`src/rtl/spectrum_pkg.sv`:
```
// Shared defaults and writer state encoding for the spectrum frame controller.
package spectrum_pkg;
  localparam int DEF_POINTS = 256;
  localparam int DEF_AW     = 8;
  localparam int DEF_DW     = 8;

  typedef enum logic {
    FILL = 1'b0,
    FULL = 1'b1
  } wr_state_t;
endpackage

```
`src/rtl/spectrum_dpram.sv`:
```
// Simple dual-port RAM, one write port and one registered read port with enable.
// Address is {bank, index}; contents are deliberately not reset so it maps to block RAM.
module spectrum_dpram
  import spectrum_pkg::*;
#(
  parameter int AW = DEF_AW + 1,
  parameter int DW = DEF_DW
) (
  input  logic          clk,
  input  logic          we,
  input  logic [AW-1:0] waddr,
  input  logic [DW-1:0] wdata,
  input  logic          re,
  input  logic [AW-1:0] raddr,
  output logic [DW-1:0] rdata
);
  logic [DW-1:0] mem [0:(1<<AW)-1];

  always_ff @(posedge clk) begin
    if (we) mem[waddr] <= wdata;
    if (re) rdata <= mem[raddr];
  end
endmodule

```
`src/rtl/spectrum_frame_ctrl.sv`:
```
// Double-buffered FFT frame capture with bank swap on the vsync rising edge.
// Read latency 1 cycle; writer stalls (mag_ready=0) once a frame is complete until the swap.
module spectrum_frame_ctrl
  import spectrum_pkg::*;
#(
  parameter int POINTS = DEF_POINTS,
  parameter int AW     = DEF_AW,
  parameter int DW     = DEF_DW
) (
  input  logic          clk,
  input  logic          rst,
  input  logic          mag_valid,
  input  logic [DW-1:0] mag_data,
  input  logic          mag_last,
  output logic          mag_ready,
  input  logic          data_req,
  input  logic          fft_point_done,
  input  logic          out_vsync,
  output logic [AW-1:0] fft_point_cnt,
  output logic [DW-1:0] fft_data,
  output logic          frame_swap,
  output logic [7:0]    drop_cnt
);
  wr_state_t     state, state_nxt;
  logic [AW-1:0] wr_ptr, rd_ptr;
  logic [AW:0]   len_lat, rd_len;
  logic          wb, rd_valid;
  logic          vs_q1, vs_q2, vs_edge;
  logic          accept, swap, hit_q;
  logic [DW-1:0] ram_q;

  assign vs_edge = vs_q1 & ~vs_q2;

  // Swap decision looks at the registered state, so a frame completing in the
  // edge cycle waits for the next edge.
  always_comb begin
    state_nxt = state;
    mag_ready = 1'b0;
    accept    = 1'b0;
    swap      = 1'b0;
    case (state)
      FILL: begin
        mag_ready = 1'b1;
        accept    = mag_valid;
        if (mag_valid && (mag_last || wr_ptr == AW'(POINTS - 1))) state_nxt = FULL;
      end
      FULL: begin
        if (vs_edge) begin
          swap      = 1'b1;
          state_nxt = FILL;
        end
      end
      default: state_nxt = FILL;
    endcase
  end

  always_ff @(posedge clk or posedge rst) begin
    if (rst) state <= FILL;
    else     state <= state_nxt;
  end

  always_ff @(posedge clk or posedge rst) begin
    if (rst) begin
      vs_q1      <= 1'b0;
      vs_q2      <= 1'b0;
      frame_swap <= 1'b0;
      wb         <= 1'b0;
      rd_valid   <= 1'b0;
      wr_ptr     <= '0;
      len_lat    <= '0;
      rd_len     <= '0;
      rd_ptr     <= '0;
      drop_cnt   <= '0;
      hit_q      <= 1'b0;
    end else begin
      vs_q1      <= out_vsync;
      vs_q2      <= vs_q1;
      frame_swap <= swap;
      if (accept) begin
        wr_ptr <= wr_ptr + AW'(1);
        if (state_nxt == FULL) len_lat <= {1'b0, wr_ptr} + {{AW{1'b0}}, 1'b1};
      end
      if (swap) begin
        wb       <= ~wb;
        rd_len   <= len_lat;
        rd_valid <= 1'b1;
        wr_ptr   <= '0;
      end
      if (state == FULL && mag_valid && drop_cnt != 8'hFF) drop_cnt <= drop_cnt + 8'd1;
      if (vs_edge)             rd_ptr <= '0;
      else if (fft_point_done) rd_ptr <= rd_ptr + AW'(1);
      // Gate is captured alongside the RAM word so the output holds as a pair.
      if (data_req) hit_q <= rd_valid && ({1'b0, rd_ptr} < rd_len);
    end
  end

  spectrum_dpram #(.AW(AW + 1), .DW(DW)) u_ram (
    .clk   (clk),
    .we    (accept),
    .waddr ({wb, wr_ptr}),
    .wdata (mag_data),
    .re    (data_req),
    .raddr ({~wb, rd_ptr}),
    .rdata (ram_q)
  );

  assign fft_point_cnt = rd_ptr;
  assign fft_data      = hit_q ? ram_q : '0;
endmodule

```
`config.mk`:
```
export PLATFORM = sky130hd
export DESIGN_NAME = spectrum_frame_ctrl
export DESIGN_NICKNAME = d
export VERILOG_FILES = /design/src/rtl/spectrum_pkg.sv /design/src/rtl/spectrum_dpram.sv /design/src/rtl/spectrum_frame_ctrl.sv
export SDC_FILE = /design/constraint.sdc
export NUM_CORES = 2
export LEC_CHECK = 0
export CAP_MARGIN = 20
export CORE_ASPECT_RATIO = 0.9
export CORE_MARGIN = 2
export CORE_UTILIZATION = 54
export CTS_BUF_LIST = sky130_fd_sc_hd__clkbuf_4 sky130_fd_sc_hd__clkbuf_8 sky130_fd_sc_hd__clkbuf_16
export CTS_CLUSTER_SIZE = 20
export DETAILED_ROUTE_END_ITERATION = 16
export PLACE_DENSITY = 0.74
export SLEW_MARGIN = 20
export SYNTH_ARGS = -nofsm -noshare
export SYNTH_HDL_FRONTEND = slang
export SYNTH_SLANG_ARGS = --single-unit
```
`constraint.sdc`:
```
create_clock -name clk -period 3.29 [get_ports clk]
set_input_delay 0.8225 -clock clk [delete_from_list [all_inputs] [get_ports clk]]
set_output_delay 0.8225 -clock clk [all_outputs]
set_load 0.01 [all_outputs]
```
Word-level counts from Yosys, hierarchy flattened
Memories as Yosys holds them, arrays and structs flattened. A register that Yosys moved wholly into a read port is not among the register bits. Cells that the tools add are included.

Word-level logic and storage cells: 46. Memories kept: 1. Bits of input ports: 15. Output and inout port bits: 26. Bits in writable memories: 4096. Register bits after elaboration: 49.

Memories: u_ram.mem (depth 512, bits a word 8, read ports 1, clocked after Yosys merged registers in 1, wr ports 1, line spectrum_dpram.sv:17) `logic [DW-1:0] mem [0:(1<<AW)-1];`.

Add/sub/neg operators: 4. Reductions and logical operators: 8. Bitwise gates (word level): 4. Mux-type cells: 14. Equal/unequal tests: 2. Magnitude comparators: 1.

Operators by type and width (number): 2-to-1 mux 8 bit (5); adder 8 x 1 -> 8 bit (second input constant) (3); adder 8 x 1 -> 9 bit (second input constant) (1); less-than comparator 8 x 9 -> 1 bit (1); equality test 8 bit (second input constant) (1); 2-to-1 mux 1 bit (8); inequality test 8 bit (second input constant) (1); logical AND 1 bit (4); nonzero test 2 bit (2); NOT 1 bit (3); one-hot mux 1 bit (2 select lines) (1); AND reduction 2 bit (1); AND 1 bit (1); logical OR 1 bit (1).

Longest topological paths before layout
Depth in word-level cells: 6. Gate-level depth with buffers: 14. Depth with buffers taken out: 9.

Hierarchy
Synthesis repeated with hierarchy kept, for this count alone.

Cells, all modules: 8251. Area total of the unflattened synthesis: 162378.2 um2.

By module, submodules not included: spectrum_dpram (seq. area each 123238.2 um2, area an instance 160007.2 um2, instances 1, cells an instance 8030); spectrum_frame_ctrl (seq. area each 1226.2 um2, area an instance 2371.0 um2, instances 1, cells an instance 221).

Worst setup path after synthesis
OpenSTA, ideal clock, no wires.

Path type: register -> register. Start: register rd_ptr[0], in the netlist fft_point_cnt[0]. End: register u_ram.rdata[5], read port of u_ram.mem, data pin. Required time: 3.021 ns. Buffers on the path: 4. Setup time: 0.269 ns. Setup slack: 0.464 ns. Arrival time: 2.557 ns. Cell stages (with the launch flop): 11. Period minus slack after synthesis: 2.826 ns. Path through: dfrtp_1 -> buf_6 -> buf_6 -> buf_6 -> buf_2 -> mux4_2 -> a22o_1 -> a221oi_1 -> o22ai_1 -> o41ai_1 -> a211oi_1.

RTL lines: start, declared (line spectrum_frame_ctrl.sv:25) `logic [AW-1:0] wr_ptr, rd_ptr;`; start signal, assigned (line spectrum_frame_ctrl.sv:91) `else if (fft_point_done) rd_ptr <= rd_ptr + AW'(1);`; end, declared (line spectrum_dpram.sv:15) `output logic [DW-1:0] rdata`.

==> impl_results.md <==
* Die area at 302000 um2
* Final setup viols at 10
* Routed WL per cell at 35.51 um
* Cts bufs inserted at 391
* Max_cap viols at 0
* DRC violations left at 0
* Vias after detailed routing at 89140
* Violated checks: negative setup slack
* Ports at 41
* Maximum vdd ir drop at 0.0005376 V
* R2r setup slk at -0.22 ns
* GPL Wtd Cong at 0.9309
* Warnings, synthesis at 0
* Vias per Instance at 6.749
* DRT antenna net count at 0
* Placed cell area at 176500 um2
* Number of global-route vias before repair at 87940
* CTS tree: built
* Area Growth Syn to Fin at 19.73%
* Pwr Total at 137.1 mW
* Maximum number of pins on one net before global-route repair at 145
* EDFF count, synth at 4104
* Status: finished with violations
* Final wirelength at 469100 um
* Clk root buf: clkbuf_16
* Final period util at 1.068
* FMAX at 0.2847 GHz
* Clk pin slew, worst setup/hold paths at 0.07 ns
* Crit path DAT at 4.28 ns
* First-pass DRT Iterations at 9
* Final hold slack at 0.2454 ns
* CP max FO at 13
* Initial Util at 0.5441
* CTS sink count at 4153
* Worst endpoint required time at 4.05 ns
* Leading cell type in the layout, fill and taps excluded: edfxtp_1
* Share of cells above drive strength 1 at 0.3669
* Hold Violations, Final at 0
* GR Overflow Total at 0
* Post-DP HPWL at 288100 um
* Leakage power at 63.05 nW
* Clock buffer depth at 4
* Setup TNS at -1.351 ns
* Measured slew at the worst slew-check pin at 1.246 ns
* Finished Cell Area at 192400 um2
* Dpl cells at 12360
* Syn nets at 7484
* All-Layer GR Usage at 0.3101
* Dominant synthesized flop cell: edfxtp_1
* First-pass GRT wire length at 658700 um
* CP Capture Type: flop
* Clock Latency Late Sink at 0.94 ns
* Startpoint types: flop
* Die Wd at 579.0 um
* Final WS setup at -0.2229 ns
* Worst Hold Class: in -> reg
* Core ar. at 295400 um2
* Unrepaired setup endpoints after global routing: true
* Syn Inst Count at 7456
* DR iter-0 viols at 15080
* Final Critical Period at 3.513 ns
* Post-Syn Area at 160700 um2
* #FFs+latches synth at 4153
* Most frequent cells in the layout: edfxtp_1, buf_4, mux4_2
* Post-synthesis sequential area ratio at 0.7745
* Site Rows at 189
* Async set-or-reset flop fraction in the synthesized netlist at 0.01180
* Initial antenna violation count at 25
* Post-synthesis cell type count at 72
* # nets final at 8990
* DIE HEIGHT at 521.5 um
* Port-buffer cells at 40
* Worst rel slew slack at 0.1669
* Final Non-Filler Cells at 13210
* Syn avg cell area at 21.55 um2
* H-tree depth at 5
* PwrDens at 712.8 nW/um2
* Final setup skew at 0.06210 ns
* Max Transition Viols Final at 0
* Critical path class: reg -> reg
==> worst max-delay path: stages, from the launching register on <==
cell and delay [ns]:
dfrtp_4 0.50, buf_12 0.16, clkbuf_16 0.17, clkbuf_16 0.18
or3b_4 0.42, buf_12 0.17, o221ai_2 0.33, a211oi_4 0.11
buf_4 0.16, a311oi_4 0.37, or4_4 0.21, a21oi_4 0.09
buf_6 0.14, nor4b_1 0.26
==> metal layers <==
metal	wire, um	track usage	vias to the layer above
met2	216100	0.4685	7545
li1	-	-	34280
met5	172	0	-
met3	66740	0.08991	1253
met4	26220	0.1484	26
met1	159800	0.4194	46030
==> area by class of cell <==
type                       count  area [um2]
timing repair buffer        1581       15400
clock buffer                 481       10650
multi-input combinational   2817       34730
fill                       17900      103000
clock inverter               224        2107
sequential                  4153      124500
tap                         3915        4898
inverter                      18       75.07
antenna                       19       47.55
==> cell families (layout without fill, tap and decap cells) <==
group / count (synthesis) / count (layout) / share of synthesized area
compound gates: 679 / 679 / 0.02933
flops: 4153 / 4153 / 0.7745
fa+ha+maj: 13 / 13 / 0.001012
other cells: 0 / 19 / 0
simple gates: 894 / 894 / 0.02316
xor+xnor: 19 / 19 / 0.001036
mux: 1212 / 1212 / 0.1536
buf+inv: 486 / 2304 / 0.01735
==> flip-flops by register name, summed over array words and instances, names as in the netlist, 8 cells and up <==
register	flops
wr_ptr	8
drop_cnt	8
rd_len	9
u_ram.mem	4096
fft_point_cnt	8
len_lat	9
u_ram.rdata	8
==> stage by stage <==
stage	worst slack, ns	utilization
6_report	-0.2229	0.6514
5_1_grt	-0.2072	0.6513
4_1_cts	-0.1965	0.6479
3_5_place_dp	-0.8117	0.5976
3_3_place_gp	-1.027	0.5975
2_1_floorplan	0.4642	-
==> synthesized netlist by cell type, types with 12 or more instances <==
cell,n,area share
edfxtp_1,4104,0.77
mux4_2,1002,0.14
nor2_1,581,0.014
mux2i_1,203,0.013
clkbuf_1,189,0.0044
a22oi_1,174,0.0081
nand2_1,158,0.0037
a21oi_1,151,0.0047
buf_2,119,0.0037
buf_4,77,0.0036
a221oi_1,63,0.0034
o21ai_0,53,0.0017
dfrtp_1,49,0.0076
buf_6,47,0.0033
o22ai_1,43,0.0017
a22o_1,40,0.0022
a211oi_1,34,0.0016
nor3_1,34,0.0011
o221ai_1,31,0.0017
o21ai_1,30,0.00093
nand3_1,27,0.00084
buf_1,22,0.00051
inv_1,14,0.00033
ha_1,13,0.0010
nor2b_1,13,0.00051
and2_1,12,0.00047
nand4_1,12,0.00047
xnor2_1,12,0.00065
==> what timing repair did <==
action	in CTS	in global routing
cloned	15	4
endpoints found under the setup margin	22	13
gates resized for setup	229	116
pin swaps	41	31
hold buffers	0	0
buffers inserted	65	51
==> worst paths after layout <==
kind                                       start                end  depth (start not counted)
worst max-delay path            fft_point_cnt[0]     u_ram.rdata[6]                         13
worst min-delay path                 mag_data[5]  u_ram.mem[345][5]                          1
worst max register to register  fft_point_cnt[0]     u_ram.rdata[6]                         13
worst min register to register             vs_q1              vs_q2                          0
max in group asynchronous                    rst          wr_ptr[0]                          3
min in group asynchronous                    rst         frame_swap                          2
==> where the power goes <==
part	leakage, nW	total [mW]	switching (mW)	internal (mW)
logic	19.2	33.0	17.9	15.2
registers	37.5	58.7	0.303	58.4
clock network	6.34	45.4	19.4	25.9
total	63.1	137	37.6	99.5
(Power assumes the default switching activity.)
